`src/rtl/uart_rx.sv`:
```
// ----------------------------------------------------------------------------
// uart_rx -- 8N1 asynchronous serial receiver with a runtime bit period.
//
// The serial line passes through a synchronizer chain. A falling edge on the
// synchronized line, seen while idle, starts a frame. The bit period in clocks
// is latched from baud_div at that edge and applies to the whole frame.
// The start bit is re-checked half a period later, then eight data bits
// (LSB first) are sampled one period apart, and the stop bit one period
// after that. A good stop bit publishes the byte with a one-cycle rx_done.
// A bad stop bit gives a one-cycle rx_err, and the receiver then waits for
// the line to go high again before it looks for another start bit.
//
// Parameters
//   C_SYNC_STAGES : flops in the rx_din_i synchronizer (values below 2 use 2)
//
// Ports
//   clock_i   in   1  sole clock, rising edge
//   reset_i   in   1  synchronous, active-high reset
//   baud_div  in  12  clocks per bit period, sampled at each start edge
//   rx_din_i  in   1  asynchronous serial line, idle high
//   rx_data_o out  8  last correctly received byte
//   rx_done   out  1  one-cycle pulse when rx_data_o has been updated
//   rx_ing    out  1  high while a frame is being received
//   rx_err    out  1  one-cycle pulse on a framing error (stop bit low)
// ----------------------------------------------------------------------------
module uart_rx #(
  parameter int C_SYNC_STAGES = 2
) (
  input  logic        clock_i,
  input  logic        reset_i,
  input  logic [11:0] baud_div,
  input  logic        rx_din_i,
  output logic [7:0]  rx_data_o,
  output logic        rx_done,
  output logic        rx_ing,
  output logic        rx_err
);

  localparam int SYNC_W = (C_SYNC_STAGES < 2) ? 2 : C_SYNC_STAGES;

  typedef enum logic [2:0] {
    IDLE,
    START,
    DATA,
    STOP,
    WAIT_IDLE
  } state_t;

  state_t            state;
  logic [SYNC_W-1:0] sync_q;
  logic              s_cur;
  logic              s_prev;
  logic [11:0]       dl;
  logic [11:0]       cnt;
  logic [11:0]       half_m1;
  logic [11:0]       full_m1;
  logic [2:0]        bit_idx;
  logic [7:0]        shreg;

  // Periods shorter than 4 clocks leave no room for a mid-bit sample, so the
  // latched period saturates at 4.
  function automatic logic [11:0] clamp_period(input logic [11:0] d);
    return (d < 12'd4) ? 12'd4 : d;
  endfunction

  assign s_cur = sync_q[SYNC_W-1];

  // The counter reads k-1 in the k-th cycle after the edge (or after the
  // previous sample), so sample points compare against period-1 / half-1.
  assign half_m1 = {1'b0, dl[11:1]} - 12'd1;
  assign full_m1 = dl - 12'd1;

  // Synchronizer and previous-sample register reset to the idle level so the
  // first cycles after reset never look like a start edge.
  always_ff @(posedge clock_i) begin
    if (reset_i) begin
      sync_q <= '1;
      s_prev <= 1'b1;
    end else begin
      sync_q <= {sync_q[SYNC_W-2:0], rx_din_i};
      s_prev <= s_cur;
    end
  end

  always_ff @(posedge clock_i) begin
    if (reset_i) begin
      state     <= IDLE;
      dl        <= 12'd0;
      cnt       <= 12'd0;
      bit_idx   <= 3'd0;
      shreg     <= 8'd0;
      rx_data_o <= 8'd0;
      rx_done   <= 1'b0;
      rx_ing    <= 1'b0;
      rx_err    <= 1'b0;
    end else begin
      rx_done <= 1'b0;
      rx_err  <= 1'b0;

      case (state)
        IDLE: begin
          // Also reached in the rx_done cycle, so a start bit that follows
          // the stop bit with no idle gap is still caught.
          if (!s_cur && s_prev) begin
            state  <= START;
            dl     <= clamp_period(baud_div);
            cnt    <= 12'd0;
            rx_ing <= 1'b1;
          end
        end

        START: begin
          if (cnt == half_m1) begin
            cnt <= 12'd0;
            if (!s_cur) begin
              state   <= DATA;
              bit_idx <= 3'd0;
            end else begin
              // Line went back high before mid start bit: a glitch.
              state  <= IDLE;
              rx_ing <= 1'b0;
            end
          end else begin
            cnt <= cnt + 12'd1;
          end
        end

        DATA: begin
          if (cnt == full_m1) begin
            cnt   <= 12'd0;
            // Shift in at the top so the first (LSB) sample ends in bit 0.
            shreg <= {s_cur, shreg[7:1]};
            if (bit_idx == 3'd7) begin
              state <= STOP;
            end else begin
              bit_idx <= bit_idx + 3'd1;
            end
          end else begin
            cnt <= cnt + 12'd1;
          end
        end

        STOP: begin
          if (cnt == full_m1) begin
            cnt    <= 12'd0;
            rx_ing <= 1'b0;
            if (s_cur) begin
              rx_data_o <= shreg;
              rx_done   <= 1'b1;
              state     <= IDLE;
            end else begin
              rx_err <= 1'b1;
              state  <= WAIT_IDLE;
            end
          end else begin
            cnt <= cnt + 12'd1;
          end
        end

        WAIT_IDLE: begin
          // A held-low line (break) stays here, so it reports one error only.
          if (s_cur) begin
            state <= IDLE;
          end
        end

        default: begin
          state  <= IDLE;
          rx_ing <= 1'b0;
        end
      endcase
    end
  end

endmodule

```
`config.mk`:
```
export PLATFORM = sky130hd
export DESIGN_NAME = uart_rx
export DESIGN_NICKNAME = d
export VERILOG_FILES = /design/src/rtl/uart_rx.sv
export SDC_FILE = /design/constraint.sdc
export NUM_CORES = 1
export LEC_CHECK = 0
export CAP_MARGIN = 0
export CORE_MARGIN = 2
export CORE_UTILIZATION = 35
export DETAILED_ROUTE_END_ITERATION = 10
export PLACE_DENSITY = 0.5
export SETUP_SLACK_MARGIN = 0.15
export SYNTH_ARGS = -nofsm -noshare
export SYNTH_HDL_FRONTEND = slang
export SYNTH_SLANG_ARGS = --single-unit
```
`constraint.sdc`:
```
create_clock -name clock_i -period 6.1 [get_ports clock_i]
set_input_delay 0.915 -clock clock_i [delete_from_list [all_inputs] [get_ports clock_i]]
set_output_delay 0.915 -clock clock_i [all_outputs]
set_load 0.02 [all_outputs]
```
==> results of run 1 <==
==> critical path: stages (launching register included) <==
cell      delay, ns
dfxtp_1        0.38
inv_1          0.08
ha_1           0.22
or3b_1         0.46
or3_1          0.39
a2111o_1       0.42
a22oi_2        0.21
nand4_2        0.16
or4b_1         0.77
mux2i_1        0.24
nor2_1         0.05
==> routing by layer <==
| layer | GRT usage, % | part of all wire [%] |
|---|---|---|
| met5 | 0 | 0 |
| met4 | 3.58 | 0.48 |
| met3 | 2.75 | 3.3 |
| met2 | 24.1 | 46 |
| met1 | 20.5 | 50 |
==> stage by stage <==
stage / total power, mW / instance area, µm² / worst slack, ns
floorplan: 0.461 / 3010 / 3.06
detailed placement: 0.490 / 3270 / 2.59
finish: 0.685 / 3360 / 2.60
CTS: 0.695 / 3360 / 2.58
global route: 0.722 / 3360 / 2.28
global placement: 0.490 / 3270 / 2.63
==> logic make-up after synthesis <==
kind of cell	share of synthesized area, %
adder cells (fa/ha/maj)	2.08
AND/OR/NAND/NOR	26.6
AO/OA/AOI/OAI	15.9
flip-flops	34.6
multiplexers	6.32
XOR/XNOR	8.73
buffers and inverters	5.78
==> final timing paths <==
path	from	end	slack [ns]	cells after the start
setup / recovery	dl[0]	rx_data_o[0]	2.60	10
hold / removal	sync_q[0]	sync_q[1]	0.42	1
setup reg to reg	dl[0]	rx_data_o[0]	2.60	10
hold reg to reg	sync_q[0]	sync_q[1]	0.42	1
==> layout by cell type (no fill, tap or decap), types with 3 or more instances in the layout <==
cell,synthesis,layout
nand4b_1,3,3
nor3_1,12,12
ha_1,5,5
a31oi_1,9,9
inv_1,13,13
nand3_1,15,15
nand3b_1,4,4
o21ai_0,13,13
o211ai_1,4,4
mux2i_1,19,19
a21oi_1,20,20
nand4_1,3,3
clkdlybuf4s50_1,0,25
nor4b_1,3,3
nand2_1,44,44
or3_1,5,5
nand2b_1,3,3
dfxtp_1,52,52
nor4_1,6,6
nor2_1,36,36
xnor2_1,20,20
xor2_1,10,10
clkbuf_8,0,5
or2_2,6,6
==> state kept, by name (all words and copies together), names as in the netlist <==
register   flops
bit_idx        3
cnt           12
dl            12
rx_data_o      8
rx_done        1
rx_err         1
rx_ing         1
s_prev         1
shreg          8
state          3
sync_q         2
==> power by group <==
group	switching [mW]	internal [mW]
logic	0.0721	0.0528
clock network	0.120	0.0818
registers	0.0131	0.346
==> cell type report <==
| cell class | count | area [µm²] |
|---|---|---|
| repair buffers | 26 | 258 |
| well taps | 105 | 131 |
| clock inverters | 3 | 21.3 |
| flip-flops and latches | 52 | 1040 |
| clock buffers | 5 | 68.8 |
| inverters | 13 | 48.8 |
| fillers | 882 | 4890 |
| multi-input cells | 278 | 1790 |
==> results.yml, run 1 <==
layout:
  n_antenna_cell: 0
  final_util_pct: 40.7
  final_layout_size_suffix_gt1_share_pct: 6.37
  area_delta_synth_final_pct: 11.8
  layout.cells.non_filler: 482
  final_nets: 396
outcome:
  status: "completed"
global_route:
  grt_remaining_overflow: 0
  first_global_vias: 2445
  track_usage_pct: 14.9
  antenna_found_initial: 0
  grt_max_degree: 43
  grt_pass1_wl_mm: 11.8
sta:
  period_share_pct: 57.4
  slew_violations: 0
  tns_ns: 0
  holdWs_ns: 0.420
  grt_setup_unrepaired: "no"
  finalHoldViolations: 0
  fin_skew_ns: 0.00494
  slew_headroom_pct: 26.3
  finalSetupViolCount: 0
  max_freq_ghz: 0.286
  worst_slew_pin_slew_ns: 1.10
  fin_crit_ns: 3.50
logic_synthesis:
  ys_ff_latch: 52
  synth_ff_type: "dfxtp_1"
  yosys-top-cells-count: "dfxtp_1, nand2_1, nor2_1"
  syn_inst: 371
  synth_top_area_cell: "dfxtp_1"
  yosys_warnings: 0
  avgSynthCellArea_um2: 8.11
  ys_types: 54
  syn_area_um2: 3010
  yosys.cell_count.top_type: "dfxtp_1"
  async_flop_share_pct: 0
  ys_seq_area_share_pct: 34.6
  synth_edf_count: 0
  syn_nets: 391
  netlist_top_cells_area: "dfxtp_1, mux2i_1, xnor2_1"
  synth_top_area_share_pct: 34.6
floorplan:
  rows: 33
  initial_utilization_pct: 36.4
  die_area_um2: 9350
  core_um2: 8260
  die_h_um: 96.7
  fp.dieW_um: 96.7
  ios: 26
power_and_ir_drop:
  leakagePower_nw: 1.20
  p_per_area_nw_per_um2: 204
  ir_drop_v: 0.0000871
cts:
  clk_pin_slew_worst_paths_ns: 0.10
  cts_made_buffers: 5
  cts-root-buf: "clkbuf_8"
  post_cts_buffers: 0
  ctsHtreeMaxLevel: 2
  worstSkewPairLatency_ns: 0.30
  post_cts_resized: 0
  cts_sinks: 52
  cts_tree: "done"
  max-clock-path-buffers: 2
  hold_buffers: 0
route:
  drt_iter0_markers: 97
  routedWlPerCell_um: 14.1
  dr_total_vias: 2529
  drcViolationCount: 0
  ant_nets: 0
  drt-total-wl_mm: 6.81
  vias_per_cell: 5.25
  first_pass_iters: 4
critical_path:
  crit_type: "reg2reg"
  cp.arrival_ns: 3.68
  cp-end-kind: "register"
  critPathLaunchType: "register"
  crit_fanout: 9
  required_ns: 6.28
place:
  dp.final_hpwl_mm: 4.87
  dp.cells: 474
  io_buffers: 25
  place.gp.congestion: 0.768
run:
  cap_violations: 0
worst_hold_path:
  holdCritPathClass: "reg2reg"
Power figures use the tool's default switching activity.
==> run 2: changes to the inputs <==
PLACE_DENSITY = 0.52   (was 0.5)
clock period = 3.1 ns   (was 6.1 ns; I/O delays follow)
==> run 2 against run 1 <==
Sequential share of layout area is 2.0 points lower; utilization rose by 2.9 points; clock-buffer cell count is the same; highest routed layer unchanged.
==> results.yml, run 2 (synthesis gave the netlist of run 1 again) <==
route:
  routedWlPerCell_um: 13.6
  drt_iter0_markers: 85
  dr_total_vias: 2634
  first_pass_iters: 4
  drcViolationCount: 0
  vias_per_cell: 5.21
  ant_nets: 0
  drt-total-wl_mm: 6.87
critical_path:
  cp.arrival_ns: 3.19
  r2r_slack_ns: 0.12
  crit_fanout: 9
  crit_type: "reg2reg"
  critPathLaunchType: "register"
  required_ns: 3.31
  cp-end-kind: "register"
floorplan:
  rows: 33
  die_area_um2: 9350
  die_h_um: 96.7
  fp.dieW_um: 96.7
  ios: 26
  initial_utilization_pct: 36.4
  core_um2: 8260
place:
  dp.final_hpwl_mm: 5.06
  io_buffers: 25
  place_area_um2: 3470
  place.gp.congestion: 0.831
  dp_slack_ns: 0.0245
  dp.cells: 497
sta:
  fin_ws_ns: 0.120
  fin_crit_ns: 2.98
  slew_violations: 0
  slew_headroom_pct: 60.0
  tns_ns: 0
  fin_skew_ns: 0.00754
  max_freq_ghz: 0.336
  worst_slew_pin_slew_ns: 0.591
  period_share_pct: 96.1
  grt_setup_unrepaired: "yes"
  holdWs_ns: 0.421
  finalSetupViolCount: 0
  finalHoldViolations: 0
layout:
  final_layout_size_suffix_gt1_share_pct: 14.0
  final_cell_mix: "dfxtp_1, nand2_1, nor2_1"
  n_antenna_cell: 0
  final_util_pct: 43.6
  layout.cells.non_filler: 506
  final_nets: 420
  final_common_cell: "dfxtp_1"
  reg_top3: "cnt x12, dl x12"
  fin_area_um2: 3600
  area_delta_synth_final_pct: 19.8
  nFillCells: 870
power_and_ir_drop:
  ir_drop_v: 0.000204
  pwr-share-seq_pct: 49.1
  swShare_pct: 30.9
  p_comb_share_pct: 20.3
  p_int_uw: 982
  fin_total_pwr_mw: 1.42
  leakagePower_nw: 1.34
  p_clk_share_pct: 30.6
  p_per_area_nw_per_um2: 394
  p_sw_uw: 438
outcome:
  status: "completed"
global_route:
  antenna_found_initial: 0
  track_usage_pct: 14.9
  grt_max_degree: 38
  grt_remaining_overflow: 0
  first_global_vias: 2531
  grt_pass1_wl_mm: 11.7
cts:
  worstSkewPairLatency_ns: 0.32
  cts-root-buf: "clkbuf_8"
  cts_tree: "done"
  cts_sinks: 52
  max-clock-path-buffers: 2
  ctsHtreeMaxLevel: 2
  cts_made_buffers: 5
  hold_buffers: 0
  clk_pin_slew_worst_paths_ns: 0.11
worst_hold_path:
  holdCritPathClass: "reg2reg"
run:
  cap_violations: 0
==> run 2: changes by cell type in the layout (fill, tap and decap cells not counted), sizes merged <==
cell	delta
buf	+24
inv	+2
clkinv	-1
clkinvlp	-1
==> run 2: final timing paths <==
path,end,from,cells after the start
worst max-delay path,rx_data_o[5],dl[1],11
worst min-delay path,sync_q[1],sync_q[0],1
worst max register to register,rx_data_o[5],dl[1],11
worst min register to register,sync_q[1],sync_q[0],1
==> run 2: power by group through the flow <==
stage / clock (mW) / combinational (mW) / sequential [mW]
3_5_place_dp: 0 / 0.283 / 0.713
2_1_floorplan: 0 / 0.206 / 0.704
4_1_cts: 0.445 / 0.287 / 0.698
3_3_place_gp: 0 / 0.282 / 0.713
6_report: 0.435 / 0.288 / 0.697
5_1_grt: 0.467 / 0.320 / 0.701
==> run 2: worst max-delay path, cell delays in order (launching register included) <==
cell	delay, ns
dfxtp_2	0.34
inv_2	0.07
ha_4	0.15
or3b_4	0.38
or3_1	0.34
a2111o_1	0.37
a22oi_2	0.20
nand4_2	0.13
or4b_4	0.52
buf_8	0.17
mux2i_1	0.16
nor2_1	0.05
==> run 2: repair_timing <==
| item | CTS | global route |
|---|---|---|
| setup buffers | 1 | 0 |
| hold endpoints to repair | 0 | 0 |
| setup endpoints to repair | 10 | 32 |
| resized for setup | 3 | 2 |
| pin swaps | 3 | 1 |
==> run 2: per-layer routing <==
| metal | part of all wire (%) | wire length, µm | vias to the layer above | track usage [%] |
|---|---|---|---|---|
| met5 | 0 | 0 | - | 0 |
| met4 | 1.6 | 112 | 0 | 4.33 |
| met3 | 3.2 | 218 | 11 | 2.46 |
| met2 | 47 | 3220 | 35 | 24.5 |
| met1 | 48 | 3310 | 1218 | 20.2 |
| li1 | - | - | 1370 | - |
==> run 2: layout make-up <==
class | count | area [µm²] | area share [%]
multi-input cells | 278 | 1830 | 50.7
flip-flops and latches | 52 | 1040 | 28.9
repair buffers | 50 | 458 | 12.7
well taps | 105 | 131 | 3.65
clock buffers | 5 | 68.8 | 1.91
inverters | 13 | 48.8 | 1.35
clock inverters | 3 | 28.8 | 0.799
